===== src/rtl/lcd_spi_pkg.sv =====
// Shared definitions for the LCD SPI write path: arbiter state encoding and engine op codes.
package lcd_spi_pkg;

   typedef enum logic [3:0] {
      StIdle = 4'b0001,
      StWait = 4'b0010,
      StGap  = 4'b0100,
      StHold = 4'b1000
   } arb_state_e;

   localparam logic [1:0]  EN_WR      = 2'b01;
   localparam logic [1:0]  EN_RST     = 2'b10;
   localparam int unsigned LCD_WORD_W = 9;

endpackage


===== src/rtl/lcd_rr_pick.sv =====
// Combinational round-robin picker: first set request scanning upward from last+1 (wrapping).
module lcd_rr_pick #(
   parameter int unsigned NUM_REQ = 2,
   parameter int unsigned IdxW    = (NUM_REQ > 1) ? $clog2(NUM_REQ) : 1
) (
   input  logic [NUM_REQ-1:0] req,
   input  logic [IdxW-1:0]    last,
   output logic               valid,
   output logic [NUM_REQ-1:0] grant,
   output logic [IdxW-1:0]    idx
);

   logic [IdxW-1:0] cand;

   always_comb begin
      valid = 1'b0;
      grant = '0;
      idx   = '0;
      cand  = '0;
      for (int i = 0; i < int'(NUM_REQ); i++) begin
         cand = IdxW'((int'(last) + 1 + i) % int'(NUM_REQ));
         if (!valid && req[cand]) begin
            valid       = 1'b1;
            grant[cand] = 1'b1;
            idx         = cand;
         end
      end
   end

endmodule


===== src/rtl/lcd_spi_arbiter.sv =====
// Round-robin arbiter sharing one LCD SPI write engine between NUM_REQ requesters,
// with per-requester lock for burst ownership and a done watchdog.
module lcd_spi_arbiter
   import lcd_spi_pkg::*;
#(
   parameter int unsigned NUM_REQ     = 2,
   parameter int unsigned TIMEOUT_CYC = 1_000_000
) (
   input  logic                          clk,
   input  logic                          rst,
   input  logic [2*NUM_REQ-1:0]          req_en_i,
   input  logic [LCD_WORD_W*NUM_REQ-1:0] req_data_i,
   input  logic [NUM_REQ-1:0]            req_lock_i,
   output logic [NUM_REQ-1:0]            req_grant_o,
   output logic [2*NUM_REQ-1:0]          req_done_o,
   output logic [NUM_REQ-1:0]            req_err_o,
   output logic [1:0]                    en_o,
   output logic [LCD_WORD_W-1:0]         data_o,
   input  logic [1:0]                    done_i,
   output logic                          busy_o
);

   localparam int unsigned IdxW   = (NUM_REQ > 1) ? $clog2(NUM_REQ) : 1;
   localparam int unsigned TimerW = $clog2(TIMEOUT_CYC + 1);
   localparam logic [TimerW-1:0] TimerMax = TimerW'(TIMEOUT_CYC - 1);
   localparam logic [IdxW-1:0]   LastRst  = IdxW'(NUM_REQ - 1);

   logic [NUM_REQ-1:0][1:0]            req_en_a;
   logic [NUM_REQ-1:0][LCD_WORD_W-1:0] req_data_a;
   logic [NUM_REQ-1:0]                 cand;

   assign req_en_a   = req_en_i;
   assign req_data_a = req_data_i;

   for (genvar g = 0; g < NUM_REQ; g++) begin : g_cand
      assign cand[g] = |req_en_a[g];
   end

   arb_state_e                state_q, state_d;
   logic [1:0]                en_q, en_d;
   logic [LCD_WORD_W-1:0]     data_q, data_d;
   logic [NUM_REQ-1:0]        grant_q, grant_d;
   logic [NUM_REQ-1:0][1:0]   done_q, done_d;
   logic [NUM_REQ-1:0]        err_q, err_d;
   logic [IdxW-1:0]           last_q, last_d;
   logic [TimerW-1:0]         timer_q, timer_d;
   logic                      release_q, release_d;
   logic                      busy_q;

   logic                      pick_valid;
   logic [NUM_REQ-1:0]        pick_grant;
   logic [IdxW-1:0]           pick_idx;

   lcd_rr_pick #(
      .NUM_REQ (NUM_REQ),
      .IdxW    (IdxW)
   ) u_pick (
      .req   (cand),
      .last  (last_q),
      .valid (pick_valid),
      .grant (pick_grant),
      .idx   (pick_idx)
   );

   always_comb begin
      state_d   = state_q;
      en_d      = en_q;
      data_d    = data_q;
      grant_d   = grant_q;
      done_d    = '0;
      err_d     = '0;
      last_d    = last_q;
      timer_d   = timer_q;
      release_d = release_q;

      unique case (state_q)
         StIdle: begin
            if (pick_valid) begin
               en_d      = req_en_a[pick_idx];
               data_d    = req_data_a[pick_idx];
               grant_d   = pick_grant;
               last_d    = pick_idx;
               timer_d   = '0;
               release_d = 1'b0;
               state_d   = StWait;
            end
         end
         StWait: begin
            if ((done_i & en_q) != 2'b00) begin
               en_d           = 2'b00;
               done_d[last_q] = done_i & en_q;
               state_d        = StGap;
            end else if (timer_q == TimerMax) begin
               // Abort: a hung engine must not let a locked owner keep the bus.
               en_d          = 2'b00;
               err_d[last_q] = 1'b1;
               release_d     = 1'b1;
               state_d       = StGap;
            end else begin
               timer_d = timer_q + 1'b1;
            end
         end
         StGap: begin
            release_d = 1'b0;
            if (req_lock_i[last_q] && !release_q) begin
               timer_d = '0;
               state_d = StHold;
            end else begin
               grant_d = '0;
               state_d = StIdle;
            end
         end
         StHold: begin
            if (cand[last_q]) begin
               en_d    = req_en_a[last_q];
               data_d  = req_data_a[last_q];
               timer_d = '0;
               state_d = StWait;
            end else if (!req_lock_i[last_q]) begin
               grant_d = '0;
               state_d = StIdle;
            end else if (timer_q == TimerMax) begin
               err_d[last_q] = 1'b1;
               grant_d       = '0;
               state_d       = StIdle;
            end else begin
               timer_d = timer_q + 1'b1;
            end
         end
         default: begin
            en_d    = 2'b00;
            grant_d = '0;
            state_d = StIdle;
         end
      endcase
   end

   always_ff @(posedge clk or posedge rst) begin
      if (rst) begin
         state_q   <= StIdle;
         en_q      <= 2'b00;
         data_q    <= '0;
         grant_q   <= '0;
         done_q    <= '0;
         err_q     <= '0;
         last_q    <= LastRst;
         timer_q   <= '0;
         release_q <= 1'b0;
         busy_q    <= 1'b0;
      end else begin
         state_q   <= state_d;
         en_q      <= en_d;
         data_q    <= data_d;
         grant_q   <= grant_d;
         done_q    <= done_d;
         err_q     <= err_d;
         last_q    <= last_d;
         timer_q   <= timer_d;
         release_q <= release_d;
         busy_q    <= (state_d != StIdle);
      end
   end

   assign en_o        = en_q;
   assign data_o      = data_q;
   assign req_grant_o = grant_q;
   assign req_done_o  = done_q;
   assign req_err_o   = err_q;
   assign busy_o      = busy_q;

endmodule


===== config.mk =====
export PLATFORM = sky130hd
export DESIGN_NAME = lcd_spi_arbiter
export DESIGN_NICKNAME = d
export VERILOG_FILES = /design/src/rtl/lcd_spi_pkg.sv /design/src/rtl/lcd_rr_pick.sv /design/src/rtl/lcd_spi_arbiter.sv
export SDC_FILE = /design/constraint.sdc
export NUM_CORES = 1
export LEC_CHECK = 0
export ABC_AREA = 1
export BUFFER_PORTS_ARGS = -buffer_cell sky130_fd_sc_hd__clkbuf_2
export CORE_UTILIZATION = 40
export CTS_CLUSTER_DIAMETER = 100
export DETAILED_ROUTE_END_ITERATION = 8
export GPL_TIMING_DRIVEN = 0
export PLACE_DENSITY = 0.59
export SETUP_SLACK_MARGIN = 0.1
export SYNTH_ARGS = -nofsm -noshare
export SYNTH_HDL_FRONTEND = slang
export SYNTH_HIERARCHICAL = 1
export SYNTH_SLANG_ARGS = --single-unit
export TNS_END_PERCENT = 30

===== constraint.sdc =====
create_clock -name clk -period 2.1 [get_ports clk]
set_input_delay 0 -clock clk [delete_from_list [all_inputs] [get_ports clk]]
set_output_delay 0 -clock clk [all_outputs]
set_load 0.1 [all_outputs]

==> PnR_summary.wiki <==
{| class="wikitable"
! Metric !! Value
|-
| Run status || finished with violations
|-
| Failing checks || negative hold slack
|-
| Fillcell total || 764
|-
| Area share of the largest cell type after synthesis || 35.0%
|-
| Clk_lat worst skew || 320 ps
|-
| Worst path most repeated cell || sky130_fd_sc_hd__nand2_1
|-
| Total grt overflow || 0
|-
| Sort of element at the end of the critical path || flip-flop
|-
| Site Rows || 31
|-
| Initial Util || 42.4%
|-
| Worst Path Buf+Inv || 0
|-
| Required time of the critical path || 2330 ps
|-
| Wire length after detailed routing || 9050 microns
|-
| Setup-violating endpoint count in the final report || 0
|-
| Overall die area || 8220 sq um
|-
| Clock tree root driver cell || sky130_fd_sc_hd__clkbuf_8
|-
| Cells after synthesis || 486
|-
| Clock tree from TritonCTS || done
|-
| Worst slew margin || 59.7%
|-
| Post-synthesis register bit count || 46
|-
| Reported leakage power || 0.00193 uW
|-
| Combined global-route utilization of all metal layers || 23.6%
|-
| Clock buffers created by TritonCTS || 5
|-
| Number of clock sinks || 46
|-
| Signal arrival time at the worst endpoint || 2120 ps
|-
| Netlist area before placement || 3140 sq um
|-
| Number of placed I/O pins || 48
|-
| Number of remaining DRC errors || 0
|-
| Peak Freq || 529 MHz
|-
| Syn Area/Cell || 6.47 sq um
|-
| Pin count of the biggest net entering global routing || 37
|-
| Aggregate negative setup slack || 0 ps
|-
| Power density over the cells || 1240 nW/um^2
|-
| Worst vdd ir || 1.02 mV
|-
| Fraction of layout cells with a size suffix above 1 || 16.8%
|-
| Final-layout worst hold slack || -9.28 ps
|-
| Unrepaired setup endpoints after global routing || yes
|-
| Total iterations of the first detailed-routing run || 7
|-
| Number of warnings reported in the yosys synthesis log || 6
|-
| Part of the Yosys area used for sequential elements || 36.7%
|-
| Antenna Violating Nets Remaining || 0
|-
| Worst setup SP type || flip-flop
|-
| Synth area leaders || sky130_fd_sc_hd__dfrtp_1, sky130_fd_sc_hd__nand2_1, sky130_fd_sc_hd__nand3_1
|-
| Cell taking the most area after synthesis || sky130_fd_sc_hd__dfrtp_1
|-
| Max Root-Sink Buffers || 2
|-
| Via Count || 3,433
|-
| CP cell instances || ha_1, nand3_1, nor2_1, nand3_2, nand2_1, nand2_1, nand2_1, nand2_1, nand2_1, nand2_1
|-
| Count of different cell masters after synthesis || 32
|-
| Slowest stage cell, crit path || sky130_fd_sc_hd__dfrtp_1
|-
| Number of diodes added for antenna fixing || 0
|-
| Layout area overhead || 20.7%
|-
| Critical path's top delay family || simple AND/OR/NAND/NOR gates
|-
| Number of nets at the end of the flow || 586
|-
| Placed cell count || 633
|-
| Count of buffers inserted at the top-level ports || 47
|-
| Worst min path class || in -> reg
|-
| Starting DRT DRC Count || 188
|-
| Skew final || 12.0 ps
|-
| Number of max-cap violations || 0
|-
| Slew at the pin closest to its max-slew limit || 604 ps
|-
| Delay of the slowest cell on the worst path || 510 ps
|-
| Overall die width || 90.7 microns
|-
| Final Cycle Share || 90.1%
|-
| Post-Synthesis Net Count || 515
|-
| Maximum fanout encountered on the critical timing path || 8
|-
| Critical path class || reg -> reg
|-
| Vias per cell || 5.23
|-
| Final hold violation count || 1
|-
| Core Region || 7410 sq um
|-
| Routability-driven placement congestion ratio || 0.928
|-
| Antenna violations before repair || 0
|-
| Clock transition time at the flip-flop clock pins of the worst setup and hold paths || 110 ps
|-
| Vertical die dimension || 90.7 microns
|-
| Slew Limit Fails || 0
|-
| # H-tree levels || 2
|-
| Average wire length per cell after detail routing || 13.8 microns
|-
| Final instance count without filler cells || 657
|-
| Vias in the first global route || 3,278
|-
| First-pass GRT wire length || 15,600 microns
|-
| HPWL after detailed placement || 6550 microns
|-
| Crit path time final || 1890 ps
|}
-- area by class of cell --
cell class / count / area (sq um) / share of cell area [%]
Multi-Input combinational cell: 382 / 1770 / 46.7
Sequential cell: 46 / 1150 / 30.4
Timing Repair Buffer: 64 / 405 / 10.7
Inverter: 48 / 180 / 4.75
Tap cell: 99 / 124 / 3.27
Clock buffer: 5 / 68.8 / 1.81
Buffer: 10 / 65.1 / 1.72
Clock inverter: 3 / 25.0 / 0.660
-- state kept, by name, indices dropped and copies added (netlist names) --
signal and count:
busy_o 1, data_o 9, en_o 2, last_q 1, release_q 1, req_done_o 4, req_err_o 2, req_grant_o 2
state_q 4, timer_q 20
-- placed cells by master (no fill, tap or decap), types with 2 or more instances in the layout --
master and count:
sky130_fd_sc_hd__inv_1 42, sky130_fd_sc_hd__buf_4 6, sky130_fd_sc_hd__nor2_2 4, sky130_fd_sc_hd__clkbuf_1 3
sky130_fd_sc_hd__clkbuf_8 5, sky130_fd_sc_hd__a21oi_1 8, sky130_fd_sc_hd__nand2_1 171, sky130_fd_sc_hd__nand3_1 56
sky130_fd_sc_hd__dfstp_2 2, sky130_fd_sc_hd__inv_2 6, sky130_fd_sc_hd__buf_6 2, sky130_fd_sc_hd__dfrtp_1 44
sky130_fd_sc_hd__clkbuf_2 47, sky130_fd_sc_hd__nand4_1 11, sky130_fd_sc_hd__nand3_2 2, sky130_fd_sc_hd__a31o_2 2
sky130_fd_sc_hd__xor2_1 4, sky130_fd_sc_hd__dlygate4sd3_1 12, sky130_fd_sc_hd__nor3_1 11, sky130_fd_sc_hd__nor2_1 59
sky130_fd_sc_hd__xnor2_1 2, sky130_fd_sc_hd__o31ai_1 9, sky130_fd_sc_hd__nand2_2 7, sky130_fd_sc_hd__o21ai_0 25
-- path summary, 6_finish.rpt --
path                                 from              to  slack (ps)  cells after the start
setup / recovery               timer_q[0]  req_grant_o[1]         210                     10
hold / removal                req_en_i[1]         en_o[1]          -9                      3
setup reg to reg               timer_q[0]  req_grant_o[1]         210                     10
hold reg to reg            req_grant_o[0]  req_grant_o[0]         490                      2
max in group asynchronous             rst          last_q        1400                      4
min in group asynchronous             rst     timer_q[19]         150                      3
-- synthesized netlist by cell type --
cell type and number:
sky130_fd_sc_hd__o31ai_1 9, sky130_fd_sc_hd__o22ai_1 1, sky130_fd_sc_hd__nor2_8 1, sky130_fd_sc_hd__a31o_2 2
sky130_fd_sc_hd__nor2_2 4, sky130_fd_sc_hd__nand2_1 172, sky130_fd_sc_hd__o211ai_1 1, sky130_fd_sc_hd__nor3_1 11
sky130_fd_sc_hd__dfrtp_1 44, sky130_fd_sc_hd__a22oi_1 1, sky130_fd_sc_hd__nand2_2 7, sky130_fd_sc_hd__dfstp_2 2
sky130_fd_sc_hd__a21oi_1 8, sky130_fd_sc_hd__o21ai_2 1, sky130_fd_sc_hd__o21ai_1 2, sky130_fd_sc_hd__nor2_1 59
sky130_fd_sc_hd__inv_1 43, sky130_fd_sc_hd__nor2_4 1, sky130_fd_sc_hd__nand4_1 11, sky130_fd_sc_hd__buf_2 2
sky130_fd_sc_hd__clkbuf_1 3, sky130_fd_sc_hd__inv_2 5, sky130_fd_sc_hd__nand3_1 57, sky130_fd_sc_hd__xnor2_1 2
sky130_fd_sc_hd__nand3_2 1, sky130_fd_sc_hd__buf_1 1, sky130_fd_sc_hd__or2_1 1, sky130_fd_sc_hd__xor2_1 4
sky130_fd_sc_hd__o21ai_0 25, sky130_fd_sc_hd__buf_6 2, sky130_fd_sc_hd__ha_1 1, sky130_fd_sc_hd__buf_4 2
-- worst min-delay path: stages --
cell                       delay, ps
sky130_fd_sc_hd__clkbuf_2         90
sky130_fd_sc_hd__a22oi_1          70
sky130_fd_sc_hd__o21ai_1         120
-- layer usage --
layer	up-vias	wire length (microns)	GRT usage [%]	part of all wire, %
met1	1595	4300	32.0	47
li1	1714	-	-	-
met2	107	4050	37.9	45
met4	0	203	8.47	2.2
met3	17	502	3.79	5.5
met5	-	0	0	0
-- through the flow --
step | instance area, sq um | power [uW] | hold slack, ps | utilization, % | worst slack (ps)
6_report | 3790 | 4700 | -9.28 | 51.2 | 208
5_1_grt | 3790 | 5040 | 4.05 | 51.2 | 45.3
4_1_cts | 3740 | 4610 | 0.972 | 50.4 | 139
3_5_place_dp | 3520 | 3970 | -56.9 | 47.6 | 163
3_3_place_gp | 3500 | 3930 | 275 | 47.3 | 130
2_1_floorplan | 3140 | 3380 | 173 | - | 162
-- timing repair --
item,4_1_cts,5_1_grt
hold buffers,12,0
setup endpoints to repair,0,25
setup buffers,0,4
hold endpoints to repair,57,0
gates resized for setup,0,6
-- power by group --
part	leakage [uW]	total, uW	internal [uW]	switching (uW)
registers	0.000612	1260	1100	168
clock network	0.0000447	613	242	372
logic	0.00127	2830	687	2140
-- cell families after synthesis --
group | Yosys count | synth area share, %
and+or+nand+nor | 325 | 44.3
buffers and inverters | 58 | 7.72
AOI/OAI and AO/OA | 50 | 9.23
DFF | 46 | 36.7
xor gates and xnor gates | 6 | 1.67
adders and majority gates | 1 | 0.398
(Power assumes the default switching activity.)
